## config.mk

```make
export PLATFORM = sky130hd
export DESIGN_NAME = n_bit_pipe_csa_adder
export DESIGN_NICKNAME = d
export VERILOG_FILES = /design/src/rtl/n_bit_pipe_csa_adder.sv
export SDC_FILE = /design/constraint.sdc
export NUM_CORES = 1
export LEC_CHECK = 0
export ABC_AREA = 1
export BUFFER_PORTS_ARGS = -buffer_cell sky130_fd_sc_hd__clkbuf_2
export CAP_MARGIN = 10
export CELL_PAD_IN_SITES_DETAIL_PLACEMENT = 1
export CELL_PAD_IN_SITES_GLOBAL_PLACEMENT = 1
export CORE_UTILIZATION = 45
export CTS_CLUSTER_DIAMETER = 30
export DETAILED_ROUTE_END_ITERATION = 7
export PLACE_DENSITY_LB_ADDON = 0.2
export SLEW_MARGIN = 40
export SYNTH_ARGS = -nofsm -noshare
export SYNTH_HDL_FRONTEND = slang
export SYNTH_SLANG_ARGS = --single-unit
```

## constraint.sdc

```tcl
create_clock -name clk -period 5.3 [get_ports clk]
set_clock_uncertainty 0.2 [all_clocks]
set_input_delay 0.53 -clock clk [delete_from_list [all_inputs] [get_ports clk]]
set_output_delay 0.53 -clock clk [all_outputs]
set_load 0.01 [all_outputs]
```

## src/rtl/n_bit_pipe_csa_adder.sv

```systemverilog
// ---------------------------------------------------------------------------
// n_bit_pipe_csa_adder
//
// Pipelined carry-select adder/subtractor for the FIR datapath.
//
// Segmentation and pipeline
//   - The operands are cut into SEG_WIDTH-bit segments.
//   - Stage k resolves segment k. It forms both candidate sums (carry-in 0
//     and carry-in 1) and picks one with the carry registered by stage k-1.
//   - Stage 0 works directly on the input port values. The last stage
//     feeds the output register. Latency is therefore NUM_SEG enabled edges.
//
// Ports
//   clk, rst        clock; synchronous active-high reset (wins over en)
//   en              pipeline advance; 0 freezes every register
//   in_valid        qualifies in1/in2/cin/sub
//   in1, in2        unsigned operands
//   cin             carry-in for adds; ignored when sub=1
//   sub             1: in1 - in2 computed as in1 + ~in2 + 1
//   out_valid       sum carries a new result this cycle
//   sum             {carry_out, result}; for subtract, MSB=1 means no borrow
// ---------------------------------------------------------------------------
module n_bit_pipe_csa_adder #(
    parameter int IN_DATAWIDTH  = 16,
    parameter int SEG_WIDTH     = 4,
    parameter int OUT_DATAWIDTH = IN_DATAWIDTH + 1
) (
    input  logic                     clk,
    input  logic                     rst,
    input  logic                     en,
    input  logic                     in_valid,
    input  logic [IN_DATAWIDTH-1:0]  in1,
    input  logic [IN_DATAWIDTH-1:0]  in2,
    input  logic                     cin,
    input  logic                     sub,
    output logic                     out_valid,
    output logic [OUT_DATAWIDTH-1:0] sum
);

    localparam int NUM_SEG = (IN_DATAWIDTH + SEG_WIDTH - 1) / SEG_WIDTH;
    localparam int LAST    = NUM_SEG - 1;

    // Stage-k inputs: skewed operands, partially resolved result, carry
    // into segment k, and valid.
    logic [IN_DATAWIDTH-1:0] cur_a [NUM_SEG];
    logic [IN_DATAWIDTH-1:0] cur_b [NUM_SEG];
    logic [IN_DATAWIDTH-1:0] cur_r [NUM_SEG];
    logic                    cur_c [NUM_SEG];
    logic                    cur_v [NUM_SEG];

    // Stage-k combinational outputs: result with segment k filled in, and
    // the carry out of segment k.
    logic [IN_DATAWIDTH-1:0] r_d [NUM_SEG];
    logic                    c_d [NUM_SEG];

    // Subtract is folded in at capture time. B is inverted and the carry
    // is forced to 1. After that, sub needs no further pipelining: the
    // transaction already carries its mode in its operands.
    assign cur_a[0] = in1;
    assign cur_b[0] = sub ? ~in2 : in2;
    assign cur_c[0] = sub ? 1'b1 : cin;
    assign cur_v[0] = in_valid;
    assign cur_r[0] = '0;

    genvar k;
    generate
        for (k = 0; k < NUM_SEG; k++) begin : g_stage
            localparam int LO = k * SEG_WIDTH;
            // The top segment is narrower when the width does not divide evenly.
            localparam int SW = ((IN_DATAWIDTH - LO) < SEG_WIDTH) ? (IN_DATAWIDTH - LO) : SEG_WIDTH;

            logic [SW-1:0] a_seg;
            logic [SW-1:0] b_seg;
            logic [SW:0]   sum0;
            logic [SW:0]   sum1;
            logic [SW:0]   sel;

            assign a_seg = cur_a[k][LO +: SW];
            assign b_seg = cur_b[k][LO +: SW];
            assign sum0  = {1'b0, a_seg} + {1'b0, b_seg};
            assign sum1  = {1'b0, a_seg} + {1'b0, b_seg} + {{SW{1'b0}}, 1'b1};
            assign sel   = cur_c[k] ? sum1 : sum0;

            // Bits at and above segment k are still zero in cur_r, so OR-ing
            // the new segment in is enough.
            assign r_d[k] = cur_r[k] | (IN_DATAWIDTH'(sel[SW-1:0]) << LO);
            assign c_d[k] = sel[SW];

            if (k < LAST) begin : g_reg
                // Operand registers are kept full width for simplicity.
                // Segments already consumed have no downstream load, so
                // synthesis trims them. Only the upper segments are truly
                // delayed.
                logic [IN_DATAWIDTH-1:0] a_q;
                logic [IN_DATAWIDTH-1:0] b_q;
                logic [IN_DATAWIDTH-1:0] r_q;
                logic                    c_q;
                logic                    v_q;

                always_ff @(posedge clk) begin
                    if (rst) begin
                        a_q <= '0;
                        b_q <= '0;
                        r_q <= '0;
                        c_q <= 1'b0;
                        v_q <= 1'b0;
                    end else if (en) begin
                        a_q <= cur_a[k];
                        b_q <= cur_b[k];
                        r_q <= r_d[k];
                        c_q <= c_d[k];
                        v_q <= cur_v[k];
                    end
                end

                assign cur_a[k+1] = a_q;
                assign cur_b[k+1] = b_q;
                assign cur_r[k+1] = r_q;
                assign cur_c[k+1] = c_q;
                assign cur_v[k+1] = v_q;
            end
        end
    endgenerate

    // Output register. sum only loads when a valid transaction completes,
    // so it keeps the last result across bubbles. out_valid follows the
    // final-stage valid bit on every enabled edge.
    logic [OUT_DATAWIDTH-1:0] sum_d;
    logic [OUT_DATAWIDTH-1:0] sum_q;
    logic                     out_valid_d;
    logic                     out_valid_q;

    always_comb begin
        sum_d       = sum_q;
        out_valid_d = out_valid_q;
        if (en) begin
            out_valid_d = cur_v[LAST];
            if (cur_v[LAST]) begin
                sum_d = {c_d[LAST], r_d[LAST]};
            end
        end
    end

    always_ff @(posedge clk) begin
        if (rst) begin
            sum_q       <= '0;
            out_valid_q <= 1'b0;
        end else begin
            sum_q       <= sum_d;
            out_valid_q <= out_valid_d;
        end
    end

    assign sum       = sum_q;
    assign out_valid = out_valid_q;

endmodule

```

## Word-level counts from Yosys, hierarchy flattened

Index checks and enable logic that the tools add are counted.

| storage, ports and cells | value |
|---|---|
| bits in registers | 156 |
| input bits | 38 |
| output and inout bits | 18 |
| word-level logic and storage cells | 36 |

| operators by class | value |
|---|---|
| add/subtract/negate cells | 8 |
| muxes and demuxes | 6 |
| bitwise operators | 4 |
| reductions and logical operators | 1 |

Operator list:

| operator | count |
|---|---|
| $add 4x4->5 | 4 |
| $add 5x1->5 const B | 4 |
| $mux 5 | 4 |
| $mux 16 | 1 |
| $not 16->16 | 1 |
| $or 16x12->16 | 1 |
| $or 16x16->16 | 1 |
| $or 4x8->8 | 1 |
| $reduce_and 2->1 | 1 |
| $mux 1 | 1 |

## Depth between registers and ports, before layout

Gate-level depths: netlist of run 1.

| depth | value |
|---|---|
| word-level depth | 5 |
| gate-level depth with buffers | 14 |
| mapped depth without buffers | 12 |

## Least setup slack after synthesis of run 1

Ideal clock, no wire load.

| timing path | value |
|---|---|
| path type | in2reg |
| from | input sub |
| to | register g_stage[0].g_reg.c_q |
| library setup time | 109 ps |
| arrival | 2,257 ps |
| required time | 4,991 ps |
| path slack | 2,734 ps |
| stages on the path | 13 |
| buffers on the path | 2 |
| cell sequence | buf_6 -> buf_6 -> xor2_1 -> ha_1 -> fa_1 -> ha_1 -> nand2_4 -> nor2_4 -> nand2_1 -> nand2_1 -> nand3_1 -> nand2_1 -> inv_1 |

| between the ends | value |
|---|---|
| cells in the longest elaborated chain, start to end | 4 |

Ends and longest elaborated chain:

| element | line | text |
|---|---|---|
| start: declaration | 35 | `input logic sub,` |
| $mux 16 | 60 | `assign cur_b[0] = sub ? ~in2 : in2;` |
| $add 4x4->5 | 80, 81 |  |
| $add 5x1->5 | 81 | `assign sum1 = {1'b0, a_seg} + {1'b0, b_seg} + {{SW{1'b0}}, 1'b1};` |
| $mux 5 (*) | 82 | `assign sel = cur_c[k] ? sum1 : sum0;` |
| end signal: assignment | 111 | `c_q <= c_d[k];` |
| end: declaration | 97 | `logic c_q;` |

Mark *: on every way between the ends. The rest lies on a longest branch, timed or not.
A chain may end at the register's enable or synchronous reset.

## Final worst setup path of run 1

Ends and elaborated chain as after synthesis.

==> results of run 1 <==
-- area by class of cell --
class | instances | area, µm² | area share [%]
multi-input cells | 419 | 2160 | 44.0
inverters | 57 | 219 | 4.45
clock buffers | 10 | 128 | 2.59
well taps | 133 | 166 | 3.38
flip-flops and latches | 96 | 1920 | 39.0
clock inverters | 5 | 35.0 | 0.711
repair buffers | 57 | 290 | 5.89
-- routing by layer --
layer	vias up	part of all wire, %	global-route usage [%]
met5	-	0	0
met4	0	1.6	6.69
met3	16	3.1	5.38
met2	59	48	36.0
met1	1766	47	27.0
li1	1977	-	-
-- report_power, final --
part / leakage [µW] / internal (µW) / switching (µW) / total, µW
combinational: 0.00154 / 98.1 / 157 / 255
sequential: 0.000793 / 772 / 28.4 / 800
clock: 0.0000821 / 168 / 255 / 423
total: 0.00241 / 1040 / 440 / 1480
-- worst reg2reg max path: stages, from the launching register on --
cell and delay, ns:
sky130_fd_sc_hd__dfxtp_1 0.32, sky130_fd_sc_hd__ha_1 0.22, sky130_fd_sc_hd__fa_1 0.55, sky130_fd_sc_hd__ha_1 0.17
sky130_fd_sc_hd__nand2_1 0.09, sky130_fd_sc_hd__nor2_1 0.17, sky130_fd_sc_hd__nand2_1 0.07, sky130_fd_sc_hd__nand2_1 0.05
sky130_fd_sc_hd__nand3_1 0.06, sky130_fd_sc_hd__nand2_1 0.09, sky130_fd_sc_hd__inv_1 0.04
-- stage by stage --
step           std cells  power [µW]  cell area (µm²)  hold WS, ns
2_1_floorplan        604        1000             4470        0.230
3_3_place_gp         762        1060             4760        0.248
3_5_place_dp         762        1070             4760        0.251
4_1_cts              777        1500             4920        0.169
5_1_grt              777        1570             4920        0.171
6_report             777        1480             4920        0.178
-- cell families (layout without fill, tap and decap cells) --
family / after synthesis / count (layout)
AOI/OAI and AO/OA: 116 / 116
xor gates and xnor gates: 22 / 22
adders and majority gates: 24 / 24
buffers and inverters: 89 / 129
DFF: 96 / 96
and+or+nand+nor: 257 / 257
-- final timing paths --
kind              slack [ns]  cells after the start                  endpoint               startpoint
setup reg to reg        3.19                     10      g_stage[1].g_reg.c_q  g_stage[0].g_reg.b_q[4]
hold / removal          0.18                      3  g_stage[0].g_reg.a_q[12]                  in1[12]
setup / recovery        2.69                     12      g_stage[0].g_reg.c_q                      sub
hold reg to reg         0.26                      2   g_stage[2].g_reg.r_q[7]  g_stage[1].g_reg.r_q[7]
-- cell usage after synthesis --
master                     number  area, µm²
sky130_fd_sc_hd__a21oi_1       17       85.1
sky130_fd_sc_hd__a21oi_2        1       8.76
sky130_fd_sc_hd__buf_1          1       3.75
sky130_fd_sc_hd__buf_2         16       80.1
sky130_fd_sc_hd__buf_4          3       22.5
sky130_fd_sc_hd__buf_6          2       22.5
sky130_fd_sc_hd__clkbuf_1       7       26.3
sky130_fd_sc_hd__clkbuf_2       3       15.0
sky130_fd_sc_hd__dfxtp_1       96       1920
sky130_fd_sc_hd__fa_1           4       80.1
sky130_fd_sc_hd__ha_1          20        250
sky130_fd_sc_hd__inv_1         54        203
sky130_fd_sc_hd__inv_2          2       7.51
sky130_fd_sc_hd__inv_4          1       6.26
sky130_fd_sc_hd__nand2_1       59        221
sky130_fd_sc_hd__nand2_2        2       12.5
sky130_fd_sc_hd__nand2_4        1       11.3
sky130_fd_sc_hd__nand3_1       16       80.1
sky130_fd_sc_hd__nand4_1        4       25.0
sky130_fd_sc_hd__nor2_1       169        634
sky130_fd_sc_hd__nor2_2         1       6.26
sky130_fd_sc_hd__nor2_4         2       22.5
sky130_fd_sc_hd__o211ai_1      10       75.1
sky130_fd_sc_hd__o21ai_0       86        430
sky130_fd_sc_hd__o21ai_1        2       10.0
sky130_fd_sc_hd__or2_1          3       18.8
sky130_fd_sc_hd__xnor2_1        6       52.6
sky130_fd_sc_hd__xor2_1        16        140
-- flip-flops by register name (all words and copies together) (netlist names) --
| signal | cells |
|---|---|
| g_stage.g_reg.a_q | 24 |
| g_stage.g_reg.b_q | 24 |
| g_stage.g_reg.r_q | 24 |
| sum | 17 |
| g_stage.g_reg.c_q | 3 |
| g_stage.g_reg.v_q | 3 |
| out_valid | 1 |
==> impl_summary.txt, run 1 <==
----------------------------------------------------
[Critical path]
  Delay contributed by the slowest stage of the critical path ... about 0.54 ns
  Critical-path cell list ... clkbuf_2 > xor2_1 > ha_1 > fa_1 > ha_1 > nand2_4 > nor2_4 > nand2_1 > nand2_1 > nand3_1 > nand2_1 > inv_1
  Critical Path Sink Type ... flop
  Category of the most critical setup path ... in2reg
  Cell family with the largest share of critical-path delay ... adder cells
  Required time reported for the critical path endpoint ... between 5 and 6 ns
  Cell at the slowest stage of the critical path ... sky130_fd_sc_hd__fa_1
  Most used cell along the critical path ... sky130_fd_sc_hd__nand2_1
  Startpoint type of the worst setup path ... primary input
  WP buf/inv ... 2
  Critical path fanouts, max ... 17
  Arrival time worst endpoint ... ~2.7 ns

[Floorplan]
  Site Rows ... 36
  Core outline area ... slightly below 10000 µm²
  Die Span X ... 102 µm
  Die Area ... between 10000 and 15000 µm²
  Initial core utilization ... 46.2%
  Io pins ... between 50 and 60
  Die Ht ... roughly 100 µm

[Synthesis]
  Yosys warnings ... 0
  Cell area after technology mapping ... around 4500 µm²
  Xor/xnor cell area share of the yosys netlist ... ~4.3%
  Count of unique library cells instantiated by Yosys ... 28
  Cells after Synth ... between 600 and 700
  Flop and latch count out of synthesis ... 96
  Mux contribution to synthesized area ... 0%
  Mean area per synthesized cell ... approximately 7.4 µm²
  Adder-cell share of the synthesized area ... under 10%
  Sequential fraction of the synthesis area ... 43.0%
  Largest family of logic cells by synthesized area ... simple AND/OR/NAND/NOR gates
  Simple-gate share of the synthesized area ... 23.1%
  Area fraction in compound gates after synthesis ... 13.6%
  Synthesized netlist net count ... 666

[Job]
  Max-cap violations ... 0

[Detailed routing]
  DRT iter0 DRCs ... 130
  Routed via count divided by cell count ... 4.91
  Routed wirelength normalized by instance count ... approximately 13 µm
  Count of nets left with antenna violations after detail routing ... 0
  Total Routed Length ... 10100 µm
  Remaining design rule violation count ... 0
  Detailed-router iteration count before antenna repair ... 4
  Total number of vias ... roughly 3800

[Placed design]
  Count of port buffers added during placement ... between 50 and 60
  Worst setup slack after placement ... approximately 2.3 ns
  Total half-perimeter wirelength after legalization and detailed placement ... 6920 µm
  Gpl congestion ... 0.790

[Cells and area]
  Commonest non-fill, non-tap cell in the layout ... sky130_fd_sc_hd__nor2_1
  Number of nets at the end of the flow ... about 700
  Most used cells in the layout excluding fill and tap cells ... sky130_fd_sc_hd__nor2_1, sky130_fd_sc_hd__dfxtp_1, sky130_fd_sc_hd__o21ai_0, sky130_fd_sc_hd__nand2_1, sky130_fd_sc_hd__clkbuf_2
  Utilization after layout ... about half
  Fraction of layout cells with a size suffix above 1 ... between 10% and 20%
  Area growth syn-to-layout ... 10.1%
  Count of antenna diodes in the layout ... 0
  Fill cells ... around 1300

[STA]
  Final hold violation count ... 0
  RSZ-0062 raised after global routing ... no
  Total negative slack for setup checks ... 0 ns
  Total of endpoints with negative setup slack in the final report ... 0
  Actual transition at the worst max-transition pin ... between 0.8 and 0.9 ns
  Worst path setup slack after routing ... roughly 2.7 ns
  Slew HR ... 45.4%
  Period utilization ... around 50%
  Post-layout min period ... 2.61 ns
  Max Slew Vio Count ... 0
  Fmax ... approximately 380 MHz

[Pwr]
  Power density cells ... 300 nW/µm²
  Leakage power summed over all cells ... around 0.0024 µW
  Peak ir drop on the vdd network ... 0.111 mV

[Clock network]
  Number of post-CTS setup repair buffers ... 0
  CTS tree ... yes
  Worst-skew pair later-pin latency ... roughly 0.37 ns
  Maximum level of the CTS H-tree ... 3
  Number of buffers created by CTS ... 9
  Clock-pin slew reported for the worst setup and hold paths after clock tree synthesis ... 0.09 ns
  Post-cts hold buffer count ... 0
  Maximum buffer depth of the clock tree ... 2
  Root Buffer ... sky130_fd_sc_hd__clkbuf_8
  Sinks on the clock net ... between 90 and 100
  Cells resized by post-CTS repair ... 0

[GRT]
  Global-route congestion overflow total ... 0
  Initial antenna violation count ... 0
  First-pass GRT wire length ... around 17000 µm
  Largest net degree at the start of global routing ... slightly below 80
  Via count of the first global-routing pass ... around 3800
  Overall routing resource usage ... between 20 and 25%

[Outcome]
  Status ... completed

[Worst hold path]
  Kind of path behind the tightest hold check ... in2reg

----------------------------------------------------
Note: power is estimated with default switching activity, not from simulation.
==> run 2: changes to the inputs <==
CORE_UTILIZATION = 42   (was 45)
clock period = 2.54 ns   (was 5.3 ns; I/O delays follow)
==> impl_summary.txt, run 2 (synthesis results as in run 1) <==
----------------------------------------------------
[Outcome]
  Status ... completed

[Cells and area]
  Area growth syn-to-layout ... 15.4%
  Most used cells in the layout excluding fill and tap cells ... sky130_fd_sc_hd__nor2_1, sky130_fd_sc_hd__dfxtp_1, sky130_fd_sc_hd__o21ai_0, sky130_fd_sc_hd__nand2_1, sky130_fd_sc_hd__clkbuf_2
  Count of antenna diodes in the layout ... 0
  Largest registers ... g_stage.g_reg.a_q x24, g_stage.g_reg.b_q x24, g_stage.g_reg.r_q x24
  Number of nets at the end of the flow ... 720
  Combined flip-flop and latch cell area ... around 1900 µm²
  Multi-input gate area in the final layout ... roughly 2200 µm²
  Commonest non-fill, non-tap cell in the layout ... sky130_fd_sc_hd__nor2_1
  Utilization after layout ... between 50 and 60%
  Fill cells ... about 1300
  Count of non-filler cells in the finished layout ... 799
  Fraction of layout cells with a size suffix above 1 ... between 10% and 20%

[GRT]
  Global-route congestion overflow total ... 0
  Largest net degree at the start of global routing ... 74
  Overall routing resource usage ... roughly a fifth
  Initial antenna violation count ... 0
  First-pass GRT wire length ... 18100 µm
  Via count of the first global-routing pass ... slightly below 4000

[Critical path]
  Required time reported for the critical path endpoint ... between 2 and 3 ns
  Startpoint of the worst register-to-register path ... g_stage[1].g_reg.b_q[8]
  Category of the most critical setup path ... reg2reg
  Critical Path Source ... g_stage[1].g_reg.b_q[8]
  Arrival time worst endpoint ... ~2.2 ns
  Number of cells on the worst reg-to-reg path ... 10
  Critical Path Sink Type ... flop
  Reg-to-reg slack, setup ... approximately 0.43 ns
  Critical-path cell list ... ha_1 > fa_1 > ha_1 > nand2_1 > nor2_1 > nand3_1 > nand2_1 > nand3_1 > nand2_1 > inv_1
  Cell at the slowest stage of the critical path ... sky130_fd_sc_hd__fa_1
  Most used cell along the critical path ... sky130_fd_sc_hd__nand2_1
  Startpoint type of the worst setup path ... flop
  Critical path fanouts, max ... 3
  Delay contributed by the slowest stage of the critical path ... around 0.54 ns
  Terminus of the critical flop-to-flop path ... g_stage[2].g_reg.c_q

[Pwr]
  Leakage power summed over all cells ... ~0.0025 µW
  Power density cells ... about 640 nW/µm²
  Sequential share of power ... ~50%
  Logic pwr share ... 16.6%
  Switching power ... about 930 µW
  Clock share of power ... between 30% and 40%
  Cell Int Power ... around 2400 µW
  Peak ir drop on the vdd network ... approximately 0.26 mV
  Switching portion of total power ... 28.0%

[Detailed routing]
  Remaining design rule violation count ... 0
  Routed wirelength normalized by instance count ... approximately 13 µm
  DRT iter0 DRCs ... about 180
  Count of nets left with antenna violations after detail routing ... 0
  Total number of vias ... 3865
  Detailed-router iteration count before antenna repair ... 4
  Routed via count divided by cell count ... around 4.8
  Total Routed Length ... between 10000 and 15000 µm

[Worst hold path]
  WHS Endpoint ... g_stage[0].g_reg.b_q[14]
  Hold Path Cell Cnt ... 4
  Worst Hold Launch ... in2[14]
  Kind of path behind the tightest hold check ... in2reg

[Clock network]
  Clock-pin slew reported for the worst setup and hold paths after clock tree synthesis ... around 0.1 ns
  Maximum level of the CTS H-tree ... 3
  Number of buffers created by CTS ... 9
  Maximum buffer depth of the clock tree ... 2
  Sinks on the clock net ... 96
  Worst-skew pair later-pin latency ... around 0.37 ns
  Number of post-CTS setup repair buffers ... 0
  Root Buffer ... sky130_fd_sc_hd__clkbuf_8
  CTS tree ... yes

[Floorplan]
  Die Span X ... around 110 µm
  Die Ht ... between 100 and 150 µm
  Site Rows ... 37
  Die Area ... about 11000 µm²
  Core outline area ... a little over 10000 µm²
  Io pins ... 56
  Initial core utilization ... around 43%

[Placed design]
  Gpl congestion ... roughly 0.77
  Placed insts ... 770
  Worst setup slack after placement ... 0.191 ns
  Count of port buffers added during placement ... 55
  Total half-perimeter wirelength after legalization and detailed placement ... between 7000 and 8000 µm

[STA]
  Post-layout min period ... 2.11 ns
  Final hold violation count ... 0
  Fmax ... around 470 MHz
  Total of endpoints with negative setup slack in the final report ... 0
  Worst path setup slack after routing ... 0.435 ns
  Slew HR ... between 60% and 70%
  Period utilization ... about 83%
  Actual transition at the worst max-transition pin ... about 0.57 ns
  RSZ-0062 raised after global routing ... no
  Total negative slack for setup checks ... 0 ns
  Max Slew Vio Count ... 0

[Job]
  Max-cap violations ... 0

----------------------------------------------------
==> run 2: cell count changes in the layout (fill, tap and decap cells not counted), sizes merged <==
cell / delta
dlygate4sd3: +13
buf: +5
bufinv: +2
clkinv: -1
clkinvlp: -1
inv: +1
==> run 2: per-stage QoR <==
step	hold WS (ns)	power, µW	area [µm²]
after floorplan	0.189	2090	4470
after global placement	0.244	2210	4810
after detailed placement	0.256	2240	4810
after CTS	0.0137	3370	5160
after global routing	0.0434	3540	5160
final	0.0242	3330	5160
==> run 2: what timing repair did <==
| action | 4_1_cts | 5_1_grt |
|---|---|---|
| gates resized for setup | 0 | 0 |
| endpoints found under the hold margin | 13 | 0 |
| hold buffers | 13 | 0 |
==> run 2: critical path: cells and delay by family, from the launching register on <==
kind	cells	cell delay (ns)
adders and majority gates	3	0.92
and+or+nand+nor	6	0.52
DFF	1	0.33
buffers and inverters	1	0.03
==> run 2: worst max path at each step <==
stage                                 endpoint  slack (ns)  cells after the start
after global routing      g_stage[2].g_reg.c_q        0.25                     10
final                     g_stage[2].g_reg.c_q        0.43                     10
after detailed placement  g_stage[0].g_reg.c_q        0.19                     12
after CTS                 g_stage[2].g_reg.c_q        0.42                     10
after global placement    g_stage[0].g_reg.c_q        0.28                     12
after floorplan           g_stage[0].g_reg.c_q        0.25                     13
==> run 2: power groups by stage <==
stage	clock, µW	combinational (µW)	sequential, µW
5_1_grt	1220	639	1690
3_5_place_dp	0	539	1710
2_1_floorplan	0	392	1690
6_report	1100	552	1670
3_3_place_gp	0	511	1700
4_1_cts	1140	561	1670
==> run 2: routing by layer <==
layer / global-route usage (%) / part of all wire (%)
met3: 4.80 / 3.7
met4: 5.53 / 0.95
met2: 32.8 / 46
met1: 26.8 / 49
met5: 0 / 0
==> run 2: area by class of cell <==
type / instances / area share [%]
Sequential cell: 96 / 37.2
Tap cell: 136 / 3.30
Clock inverter: 6 / 1.77
Multi-Input combinational cell: 419 / 41.9
Clock buffer: 10 / 2.47
Inverter: 57 / 4.19
Timing Repair Buffer: 75 / 9.11
==> run 3: changes to the inputs <==
ABC_AREA = 0   (was 1)
CORE_UTILIZATION = 40   (was 42)
clock period = 1.7 ns   (was 2.54 ns; I/O delays follow)
==> impl_summary.txt, run 3 <==
----------------------------------------------------
[Synthesis]
  Synth top cells by count ... sky130_fd_sc_hd__dfxtp_1, sky130_fd_sc_hd__nor2_1, sky130_fd_sc_hd__mux2i_1
  Sequential fraction of the synthesis area ... 44.1%
  Mean area per synthesized cell ... 9.52 µm²
  Yosys warnings ... 0
  Synthesized netlist net count ... 520
  Number of synthesized flops with an enable pin ... 0
  Cells after Synth ... approximately 460
  Cell taking the most area after synthesis ... sky130_fd_sc_hd__dfxtp_1
  Count of unique library cells instantiated by Yosys ... 42
  Prevailing post-synth register cell ... sky130_fd_sc_hd__dfxtp_1
  Ys async rst share ... 0%
  Most repeated cell in the gate-level netlist after synthesis ... sky130_fd_sc_hd__dfxtp_1
  Flop and latch count out of synthesis ... 96
  Top cell type's share of synthesized area ... about 44%
  Top cells by area, synth ... sky130_fd_sc_hd__dfxtp_1, sky130_fd_sc_hd__mux2i_1, sky130_fd_sc_hd__nor2_1, sky130_fd_sc_hd__ha_1, sky130_fd_sc_hd__a211oi_1
  Cell area after technology mapping ... ~4400 µm²

[GRT]
  Largest net degree at the start of global routing ... 54
  Via count of the first global-routing pass ... approximately 4000
  Overall routing resource usage ... 21.4%
  First-pass GRT wire length ... 19100 µm
  Initial antenna violation count ... 0
  Global-route congestion overflow total ... 0

[Outcome]
  Violations in the final reports ... negative setup slack
  Status ... finished with violations

[STA]
  Total negative slack for setup checks ... -5.20 ns
  Period utilization ... 133%
  Post-layout min period ... approximately 2.3 ns
  Total of endpoints with negative setup slack in the final report ... 15
  Fmax ... 443 MHz
  RSZ-0062 raised after global routing ... yes
  Slew HR ... between 60 and 70%
  Actual transition at the worst max-transition pin ... approximately 0.46 ns
  Worst path setup slack after routing ... -0.556 ns
  Final hold violation count ... 0
  Max Slew Vio Count ... 0

[Detailed routing]
  Met3 routed WL ... 239 µm
  DR top layer ... met4
  Routed wirelength normalized by instance count ... between 15 and 20 µm
  Total number of vias ... 3771
  Met1 Routed Length ... around 5300 µm
  Total met2 wirelength after detailed routing ... between 6000 and 7000 µm
  Detailed-router iteration count before antenna repair ... 4
  Routed via count divided by cell count ... approximately 5.2
  Remaining design rule violation count ... 0
  Total Routed Length ... ~12000 µm
  DRT iter0 DRCs ... 100
  Count of nets left with antenna violations after detail routing ... 0

[Cells and area]
  Number of nets at the end of the flow ... 650
  Commonest non-fill, non-tap cell in the layout ... sky130_fd_sc_hd__dfxtp_1
  Most used cells in the layout excluding fill and tap cells ... sky130_fd_sc_hd__dfxtp_1, sky130_fd_sc_hd__nor2_1, sky130_fd_sc_hd__mux2i_1, sky130_fd_sc_hd__clkbuf_2, sky130_fd_sc_hd__buf_4
  Utilization after layout ... approximately three fifths
  Largest registers ... g_stage.g_reg.a_q x24, g_stage.g_reg.b_q x24, g_stage.g_reg.r_q x24
  Final standard cell area without fillers ... about 6000 µm²
  Fraction of layout cells with a size suffix above 1 ... approximately 34%
  Area growth syn-to-layout ... 41.1%
  Count of antenna diodes in the layout ... 0

[Floorplan]
  Site Rows ... 37
  Core outline area ... roughly 10000 µm²
  Initial core utilization ... 41.7%
  Io pins ... 56
  Die Area ... 11300 µm²
  Die Span X ... around 110 µm
  Die Ht ... between 100 and 150 µm

[Pwr]
  Peak ir drop on the vdd network ... between 0.5 and 0.6 mV
  Leakage power summed over all cells ... 0.00261 µW
  Power density cells ... just over 800 nW/µm²

[Critical path]
  Startpoint type of the worst setup path ... flop
  Critical Path Sink Type ... flop
  Critical path fanouts, max ... 2
  Arrival time worst endpoint ... ~2.3 ns
  Category of the most critical setup path ... reg2reg
  Required time reported for the critical path endpoint ... 1.78 ns

[Placed design]
  Total half-perimeter wirelength after legalization and detailed placement ... 7390 µm
  Cell area after placement ... ~5200 µm²
  Count of port buffers added during placement ... 55
  Gpl congestion ... roughly 0.77
  Worst setup slack after placement ... -0.778 ns

[Clock network]
  Sinks on the clock net ... between 90 and 100
  Root Buffer ... sky130_fd_sc_hd__clkbuf_8
  Maximum buffer depth of the clock tree ... 2
  Maximum level of the CTS H-tree ... 3
  Clock-pin slew reported for the worst setup and hold paths after clock tree synthesis ... approximately 0.10 ns
  Number of buffers created by CTS ... 9
  Worst-skew pair later-pin latency ... between 0.3 and 0.4 ns
  CTS tree ... yes

[Job]
  Max-cap violations ... 0

[Worst hold path]
  Kind of path behind the tightest hold check ... in2reg

----------------------------------------------------
[run 3: changes by cell type after synthesis, moves of 9 or more]
cell                       change
sky130_fd_sc_hd__xor2_1        -9
sky130_fd_sc_hd__o21ai_0      -84
sky130_fd_sc_hd__xnor2_1      +11
sky130_fd_sc_hd__clkbuf_1     +12
sky130_fd_sc_hd__mux2i_1      +55
sky130_fd_sc_hd__inv_1        -50
sky130_fd_sc_hd__a21oi_1       +9
sky130_fd_sc_hd__nor2_1       -90
sky130_fd_sc_hd__a211oi_1     +20
sky130_fd_sc_hd__nand2_1      -30
[run 3: power breakdown]
group / internal, µW / switching, µW / leakage (µW)
registers: 2360 / 85.1 / 0.000788
clock network: 557 / 900 / 0.0000894
logic: 564 / 497 / 0.00173
total: 3480 / 1480 / 0.00261
[run 3: final timing paths]
| path | from | to | slack (ns) | depth (start not counted) |
|---|---|---|---|---|
| max reg2reg | g_stage[2].g_reg.b_q[12] | sum[16] | -0.56 | 6 |
| min | sub | g_stage[0].g_reg.b_q[4] | 0.11 | 4 |
| min reg2reg | sum[0] | sum[0] | 0.26 | 2 |
| max | g_stage[2].g_reg.b_q[12] | sum[16] | -0.56 | 6 |
[run 3: cell type report]
type / instances / area [µm²]
Clock buffer: 9 / 124
Clock inverter: 7 / 62.6
Fill cell: 1155 / 4310
Inverter: 4 / 15.0
Multi-Input combinational cell: 327 / 2680
Sequential cell: 96 / 1930
Tap cell: 136 / 170
Timing Repair Buffer: 150 / 1170
[run 3: timing repair]
action,4_1_cts,5_1_grt
gates cloned,0,0
gates resized for setup,39,27
pin swaps,26,14
hold buffers,29,0
endpoints found under the setup margin,16,32
endpoints found under the hold margin,30,0
buffers inserted,10,7
[run 3: logic make-up (layout without fill, tap and decap cells)]
kind of cell / Yosys count / in the layout / share of synthesized area, %
compound gates: 71 / 71 / 10.9
xor+xnor: 25 / 25 / 5.34
flops: 96 / 96 / 44.1
simple gates: 152 / 152 / 15.7
mux: 55 / 55 / 12.6
fa+ha+maj: 24 / 24 / 7.58
buf+inv: 35 / 170 / 3.79
[run 3: per-stage QoR]
stage          total power [µW]  std cells  hold WS, ns
2_1_floorplan              2980        458        0.117
3_3_place_gp               3210        667        0.206
3_5_place_dp               3250        667        0.216
4_1_cts                    4860        722        0.122
5_1_grt                    5180        729        0.124
6_report                   4960        729        0.109
[run 3: worst max-delay path: stages (launching register included)]
cell	delay (ns)
sky130_fd_sc_hd__dfxtp_2	0.35
sky130_fd_sc_hd__ha_4	0.16
sky130_fd_sc_hd__fa_2	0.56
sky130_fd_sc_hd__ha_4	0.14
sky130_fd_sc_hd__nand3_2	0.08
sky130_fd_sc_hd__or4_1	0.47
sky130_fd_sc_hd__a31o_1	0.21
[run 3: routing by layer]
layer	global-route usage, %	vias up
met3	3.43	24
met2	39.6	64
li1	-	1845
met4	8.13	0
met1	24.4	1838
met5	0	-
